`config.mk`:
```
export PLATFORM = sky130hd
export DESIGN_NAME = pipe_skid_stage
export DESIGN_NICKNAME = d
export VERILOG_FILES = /design/src/rtl/pipe_skid_stage.sv
export SDC_FILE = /design/constraint.sdc
export NUM_CORES = 1
export LEC_CHECK = 0
export CELL_PAD_IN_SITES_DETAIL_PLACEMENT = 1
export CELL_PAD_IN_SITES_GLOBAL_PLACEMENT = 1
export CORE_MARGIN = 4
export CORE_UTILIZATION = 32
export CTS_BUF_LIST = sky130_fd_sc_hd__clkbuf_4 sky130_fd_sc_hd__clkbuf_8
export CTS_CLUSTER_DIAMETER = 80
export DETAILED_ROUTE_END_ITERATION = 16
export GPL_TIMING_DRIVEN = 0
export PLACE_DENSITY = 0.78
export SYNTH_ARGS = -nofsm -noshare
export SYNTH_HDL_FRONTEND = slang
export SYNTH_SLANG_ARGS = --single-unit
```
`constraint.sdc`:
```
create_clock -name clk -period 2 [get_ports clk]
set_clock_uncertainty 0.1 [all_clocks]
set_input_delay 0.3 -clock clk [delete_from_list [all_inputs] [get_ports clk]]
set_output_delay 0.3 -clock clk [all_outputs]
set_load 0.01 [all_outputs]
```
`src/rtl/pipe_skid_stage.sv`:
```
// pipe_skid_stage: two-entry skid buffer with registered in_ready.
// Optional downstream stall counter enabled by PIPE_SKID_STALL_CNT_EN.
module pipe_skid_stage #(
  parameter int WIDTH = 8
) (
  input  logic             clk,
  input  logic             reset,
  input  logic             flush,
  input  logic             in_valid,
  output logic             in_ready,
  input  logic [WIDTH-1:0] in_data,
  output logic             out_valid,
  input  logic             out_ready,
  output logic [WIDTH-1:0] out_data,
  output logic [15:0]      stall_cnt
);
  typedef enum logic [1:0] {EMPTY = 2'b00, FULL = 2'b10, SKID = 2'b11} state_t;
  state_t state, state_nx;
  logic [WIDTH-1:0] skid_d;
  logic in_fire, out_fire, load_in, load_skid, load_from_skid;
  assign out_valid = state[1];
  assign in_fire   = in_valid & in_ready;
  assign out_fire  = out_valid & out_ready;
  always_comb begin
    state_nx       = state;
    load_in        = 1'b0;
    load_skid      = 1'b0;
    load_from_skid = 1'b0;
    case (state)
      EMPTY: begin
        load_in  = in_fire;
        state_nx = in_fire ? FULL : EMPTY;
      end
      FULL: begin
        load_in   = in_fire & out_fire;
        load_skid = in_fire & ~out_fire;
        state_nx  = load_skid ? SKID : (out_fire & ~in_fire) ? EMPTY : FULL;
      end
      SKID: begin
        load_from_skid = out_fire;
        state_nx       = out_fire ? FULL : SKID;
      end
      default: state_nx = EMPTY;
    endcase
  end
  always_ff @(posedge clk) begin
    if (reset || flush) begin
      state    <= EMPTY;
      in_ready <= 1'b1;
    end else begin
      state    <= state_nx;
      in_ready <= state_nx != SKID;
    end
  end
  // payload registers may keep stale contents across a flush
  always_ff @(posedge clk) begin
    if (reset) begin
      out_data <= '0;
      skid_d   <= '0;
    end else if (!flush) begin
      if (load_in) out_data <= in_data;
      else if (load_from_skid) out_data <= skid_d;
      if (load_skid) skid_d <= in_data;
    end
  end
`ifdef PIPE_SKID_STALL_CNT_EN
  always_ff @(posedge clk) begin
    if (reset || flush) stall_cnt <= '0;
    else if (out_valid && !out_ready && !(&stall_cnt)) stall_cnt <= stall_cnt + 16'd1;
  end
`else
  assign stall_cnt = '0;
`endif
endmodule

```
* Yosys cells after proc, flatten, opt, wreduce, memory -nomap -nowiden
Index checks and enable logic that the tools add are counted.
** Word-level totals
- Bits of input ports :: 13
- Output and inout port bits :: 26
- Register bits :: 19
- Word-level logic and storage cells :: 30
** Cells by class
- Reductions and logical operators :: 5
- Bitwise operators :: 8
- Equality and inequality tests :: 3
- Multiplexer cells :: 10
** Operators with widths (number)
- $mux W8 :: 2
- $mux W2 :: 3
- $pmux W2 S3 :: 1
- $and A1 B1 Y1 :: 5
- $eq A2 B2 Y1 const B :: 2
- $reduce_and A2 Y1 :: 2
- $mux W1 :: 3
- $not A1 Y1 :: 3
- $logic_not A2 Y1 :: 1
- $ne A2 B2 Y1 const B :: 1
- $pmux W1 S2 :: 1
- $reduce_bool A2 Y1 :: 1
- $logic_or A1 B1 Y1 :: 1

* Logic depth before layout (Yosys ltp)
Gate-level depths: netlist of the first run.
- Word-level depth :: 7
- Gate-level depth with buffers :: 5
- Depth with buffers taken out :: 3

* Least setup slack after synthesis of the first run
No wires, ideal clock.
- Path kind :: register -> register
- Start :: reg state[1]
- End :: reg out_data[0]
- Buffers on the path :: 2
- Required time :: 1.797 ns
- Stages on the path, launching flop included :: 6
- Library setup time :: 0.103 ns
- Period minus slack after synthesis :: 1.789 ns
- Slack :: 0.211 ns
- Data arrival time :: 1.585 ns
- Path through :: dfxtp_1 > nor2b_1 > buf_6 > or4_4 > buf_6 > a2111oi_2
** On the way
- Word-level cells in the longest chain between the ends :: 5
- Elaborated cells between the ends (all ways) :: 10
- Classes of those cells :: 2 x eq/ne; 3 x mux; 2 x bitwise; 3 x reduce/logical
** RTL lines
- start, declared :: RTL line 18 : state_t state, state_nx;
- start signal, assigned :: RTL line 51 : state <= state_nx;
- $and A1 B1 Y1 :: RTL line 23 : assign out_fire = out_valid & out_ready;
- $and A1 B1 Y1 :: RTL line 35 : load_in = in_fire & out_fire;
- $pmux W1 S2 :: RTL line 29 : case (state)
- $reduce_bool A2 Y1 (no source line)
- $reduce_and A2 Y1 (no source line)
- end signal, assigned :: RTL line 61 : if (load_in) out_data <= in_data;
- end signal, assigned :: RTL line 62 : else if (load_from_skid) out_data <= skid_d;
- end, declared :: RTL line 14 : output logic [WIDTH-1:0] out_data,
Parallel ways exist; a longest one is shown, timed or not.
A chain may end at the register's enable or synchronous reset.

* Worst setup path after layout of the first run
- Start :: in flush
- End :: reg out_data[6]
** On the way
- Word-level cells in the longest chain between the ends :: 2
** RTL lines
- start, declared :: RTL line 8 : input logic flush,
- $not A1 Y1 (no source line)
- $reduce_and A2 Y1 (no source line)
No other way between the ends.

==> impl_metrics.yaml, run 1 <==
route:
  drt_drc_violations_left: 0
  routed-via-count: 896
  drt_pre_antenna_iters: 4
  drt-total-wl_mm: 2.517
  wl_per_cell_um: 13.61
  detailedRoute.firstIterationViolations: 6
  vias_per_cell: 4.843
  antenna_violating_nets_post_route: 0
synthesis:
  postSynthAreaPerCell_um2: 8.693
  ys_seq_elements: 19
  synth_area_leaders: "sky130_fd_sc_hd__dfxtp_1 38%, sky130_fd_sc_hd__a2111oi_2 12%, sky130_fd_sc_hd__buf_4 12%, sky130_fd_sc_hd__a21oi_1 4.5%, sky130_fd_sc_hd__nor3_1 4.5%"
  synthesis.area_um2: 991.0
  synth_top_area_share_pct: 38.38
  leading_area_contributor_after_synthesis: "sky130_fd_sc_hd__dfxtp_1"
  synth_top_flop_cell: "sky130_fd_sc_hd__dfxtp_1"
  syn-instance-count: 114
  ys_async_sr_fraction_pct: 0
  distinct_cells_synth: 25
  seq_area_frac_synth_pct: 38.38
  synthesis.yosys.warnings: 0
  synth-edff-count: 0
critical_path:
  timing.critical_path.fanout_max: 10
  cp.required_ns: 2.10
  crit_path_start: "flush"
  timing.critical_path.arrival_ns: 2.02
  reg2reg_setup_slack_ns: 0.11
  crit_path_end_kind: "register"
  r2r-start: "state[1]$_SDFF_PP0_"
  r2r.worst_path.cells: 5
  critPathCapture: "out_data[6]$_SDFFE_PP0P_"
  worst_r2r_endpoint: "out_data[6]$_SDFFE_PP0P_"
  worstSetupStartpointType: "primary input"
  critPathMaxStageDelay_ns: 0.56
  worst-setup-path-type: "in -> reg"
  timing.critical_path.slowest_stage_cell: "sky130_fd_sc_hd__clkdlybuf4s50_1"
  path_cells: "clkdlybuf4s50_1, nand4bb_1, clkbuf_1, clkbuf_2, nor3_1, a2111oi_2"
final_layout:
  finish.utilization_pct: 47.85
  area_growth_pct: 37.75
  antenna_cells_inserted: 0
  multi_input_comb_area_um2: 505.5
  final_cell_count_no_fill: 185
  most-common-layout-cells: "20 x sky130_fd_sc_hd__clkdlybuf4s50_1, 19 x sky130_fd_sc_hd__dfxtp_1, 16 x sky130_fd_sc_hd__buf_4, 16 x sky130_fd_sc_hd__conb_1"
  layout_commonest_cell: "sky130_fd_sc_hd__clkdlybuf4s50_1"
  final_nets: 168
  layout-drive-gt1-share_pct: 20.78
  fillers: 357
  area.sequential_um2: 380.4
run:
  drv.max_cap_violation_count: 0
grt:
  met3_track_usage_gr_pct: 3.908
  grt.total_usage_pct: 13.20
  initial_antenna_violation_count: 0
  globalRouteMet1Util_pct: 14.27
  via_count_of_the_first_global_routing_pass: 999
  largest_net_degree_at_the_start_of_global_routing: 12
  grt_pass1_wl_mm: 4.257
  grt-busiest-layer: "met2"
  globalRouteMet2Util_pct: 22.69
  overflow_left_after_global_routing: 0
place:
  placed_cells: 181
  buffer_ports.inserted: 21
  place_hpwl_mm: 1.962
  place_ws_ns: -0.3398
  globalplace.congestion: 0.7488
min_path:
  hold_path.class: "in -> reg"
  min-delay-start: "out_ready"
pwr:
  power.static_leakage_nw: 0.5531
  internal_power_uw: 558.5
  cellPowerDensity_nw_per_um2: 564.6
  pwr-share-comb_pct: 22.4
  power_switching_share_pct: 27.54
  power_uw: 770.8
  clock_power_share_pct: 25.7
  total_switching_power_uw: 212.3
  power.sequential.fraction_pct: 51.9
  vdd_ir_drop_max_uv: 246.9
sta:
  setup_repair_after_global_routing_missed_its_margin: "yes"
  timing.slew.headroom_pct: 47.86
  drv_slew: 0
  timing.final.crit_period_ns: 1.919
  tightest_slew_ns: 0.7821
  setup_total_negative_slack_ns: 0
  max_clock_freq_ghz: 0.5211
  hold_viol_final: 0
  final.setup.worst_slack_ns: 0.08103
  final.period_utilization_pct: 95.95
  setup_viol: 0
die:
  fp.dieW_um: 63.65
  floorplan.rows: 19
  floorplan.die_area_um2: 4051
  die_height_um: 63.65
  core_region_area_um2: 2853
  initial_core_utilization_pct: 34.74
  io_pins: 39
outcome:
  outcome: "finished, final reports clean"
clocking:
  post-cts-setup-buffer-count: 0
  cts-htree-levels: 1
  cts_tree: "yes"
  clock_sinks: 19
  clockRootBuffer: "sky130_fd_sc_hd__clkbuf_4"
  cts_max_path_buffers: 2
  clock_buffer_count_from_cts: 3
  ctsHoldBuffers: 0
  insertion_delay_ns: 0.30
  clkSlewWorstSetupHoldPaths_ns: 0.12
[power groups by stage]
stage | logic, mW | clock network [mW] | registers [mW]
finish | 0.173 | 0.198 | 0.400
global route | 0.188 | 0.234 | 0.402
CTS | 0.164 | 0.209 | 0.400
detailed placement | 0.163 | 0 | 0.409
global placement | 0.160 | 0 | 0.408
floorplan | 0.0925 | 0 | 0.414
[metal layers]
| layer | vias to the layer above | wire (µm) |
|---|---|---|
| li1 | 446 | - |
| met1 | 417 | 1055 |
| met2 | 27 | 1280 |
| met3 | 6 | 131 |
| met4 | 0 | 49 |
| met5 | - | 0 |
[final cells by class]
class | instances | share of cell area [%]
multi-input cells | 77 | 37.03
flip-flops and latches | 19 | 27.86
repair buffers | 21 | 15.58
plain buffers | 24 | 12.19
well taps | 31 | 2.841
inverters | 9 | 2.475
clock buffers | 3 | 1.650
clock inverters | 1 | 0.3666
[synth_stat cells, drive strengths merged (5+ instances only)]
master and number:
a21oi 9, clkbuf 5, o21ai 8, inv 9, a2111oi 8, nor2 8
buf 19, nor3 9, nand3 8, dfxtp 19
[kinds of logic (layout without fill, tap and decap cells)]
group	after synthesis	after routing	share of synthesized area, %
DFF	19	19	38.38
other	1	16	0.3784
and+or+nand+nor	35	35	19.57
buffers and inverters	33	58	20.08
AOI/OAI and AO/OA	26	26	21.59
[worst max-delay path: cells and delay by family]
family                 cells  cell delay (ns)
and+or+nand+nor            2             0.24
buffers and inverters      3             1.14
AOI/OAI and AO/OA          1             0.34
[flip-flops by register name, indices dropped and copies added, names as in the netlist]
register / cells
in_ready: 1
out_data: 8
skid_d: 8
state: 2
[timing repair]
action | CTS | global route
cloned | 0 | 0
resized for setup | 1 | 4
setup endpoints to repair | 1 | 5
[per-stage QoR]
step / hold slack, ns / instance area [µm²]
finish: 0.3454 / 1365
global route: 0.3924 / 1365
CTS: 0.3843 / 1325
detailed placement: 0.3665 / 1296
global placement: 0.3592 / 1296
floorplan: 0.2793 / 1047
[worst min path at each step]
stage | cells past startpoint | slack, ns | end
2_1_floorplan | 1 | 0.28 | state[1]$_SDFF_PP0_
3_3_place_gp | 2 | 0.36 | out_data[6]$_SDFFE_PP0P_
3_5_place_dp | 2 | 0.37 | out_data[2]$_SDFFE_PP0P_
4_1_cts | 2 | 0.38 | out_data[2]$_SDFFE_PP0P_
5_1_grt | 4 | 0.39 | state[1]$_SDFF_PP0_
6_report | 4 | 0.35 | state[1]$_SDFF_PP0_
Note: power is estimated with default switching activity, not from simulation.
==> run 2, diff against run 1 <==
--- a/config.mk
+++ b/config.mk
@@ -13,6 +13,7 @@
 export CTS_CLUSTER_DIAMETER = 80
 export DETAILED_ROUTE_END_ITERATION = 16
 export GPL_TIMING_DRIVEN = 0
+export HOLD_SLACK_MARGIN = 0.03
 export PLACE_DENSITY = 0.78
 export SYNTH_ARGS = -nofsm -noshare
 export SYNTH_HDL_FRONTEND = slang
==> results of run 2 <==
Final layout, timing and power as in run 1 (identical DEF).
==> run 3, diff against run 2 <==
--- a/config.mk
+++ b/config.mk
@@ -5,6 +5,7 @@
 export SDC_FILE = /design/constraint.sdc
 export NUM_CORES = 1
 export LEC_CHECK = 0
+export CAP_MARGIN = 25
 export CELL_PAD_IN_SITES_DETAIL_PLACEMENT = 1
 export CELL_PAD_IN_SITES_GLOBAL_PLACEMENT = 1
 export CORE_MARGIN = 4
@@ -13,7 +14,6 @@
 export CTS_CLUSTER_DIAMETER = 80
 export DETAILED_ROUTE_END_ITERATION = 16
 export GPL_TIMING_DRIVEN = 0
-export HOLD_SLACK_MARGIN = 0.03
 export PLACE_DENSITY = 0.78
 export SYNTH_ARGS = -nofsm -noshare
 export SYNTH_HDL_FRONTEND = slang
==> results of run 3 <==
Final layout, timing and power as in run 1 (identical DEF).
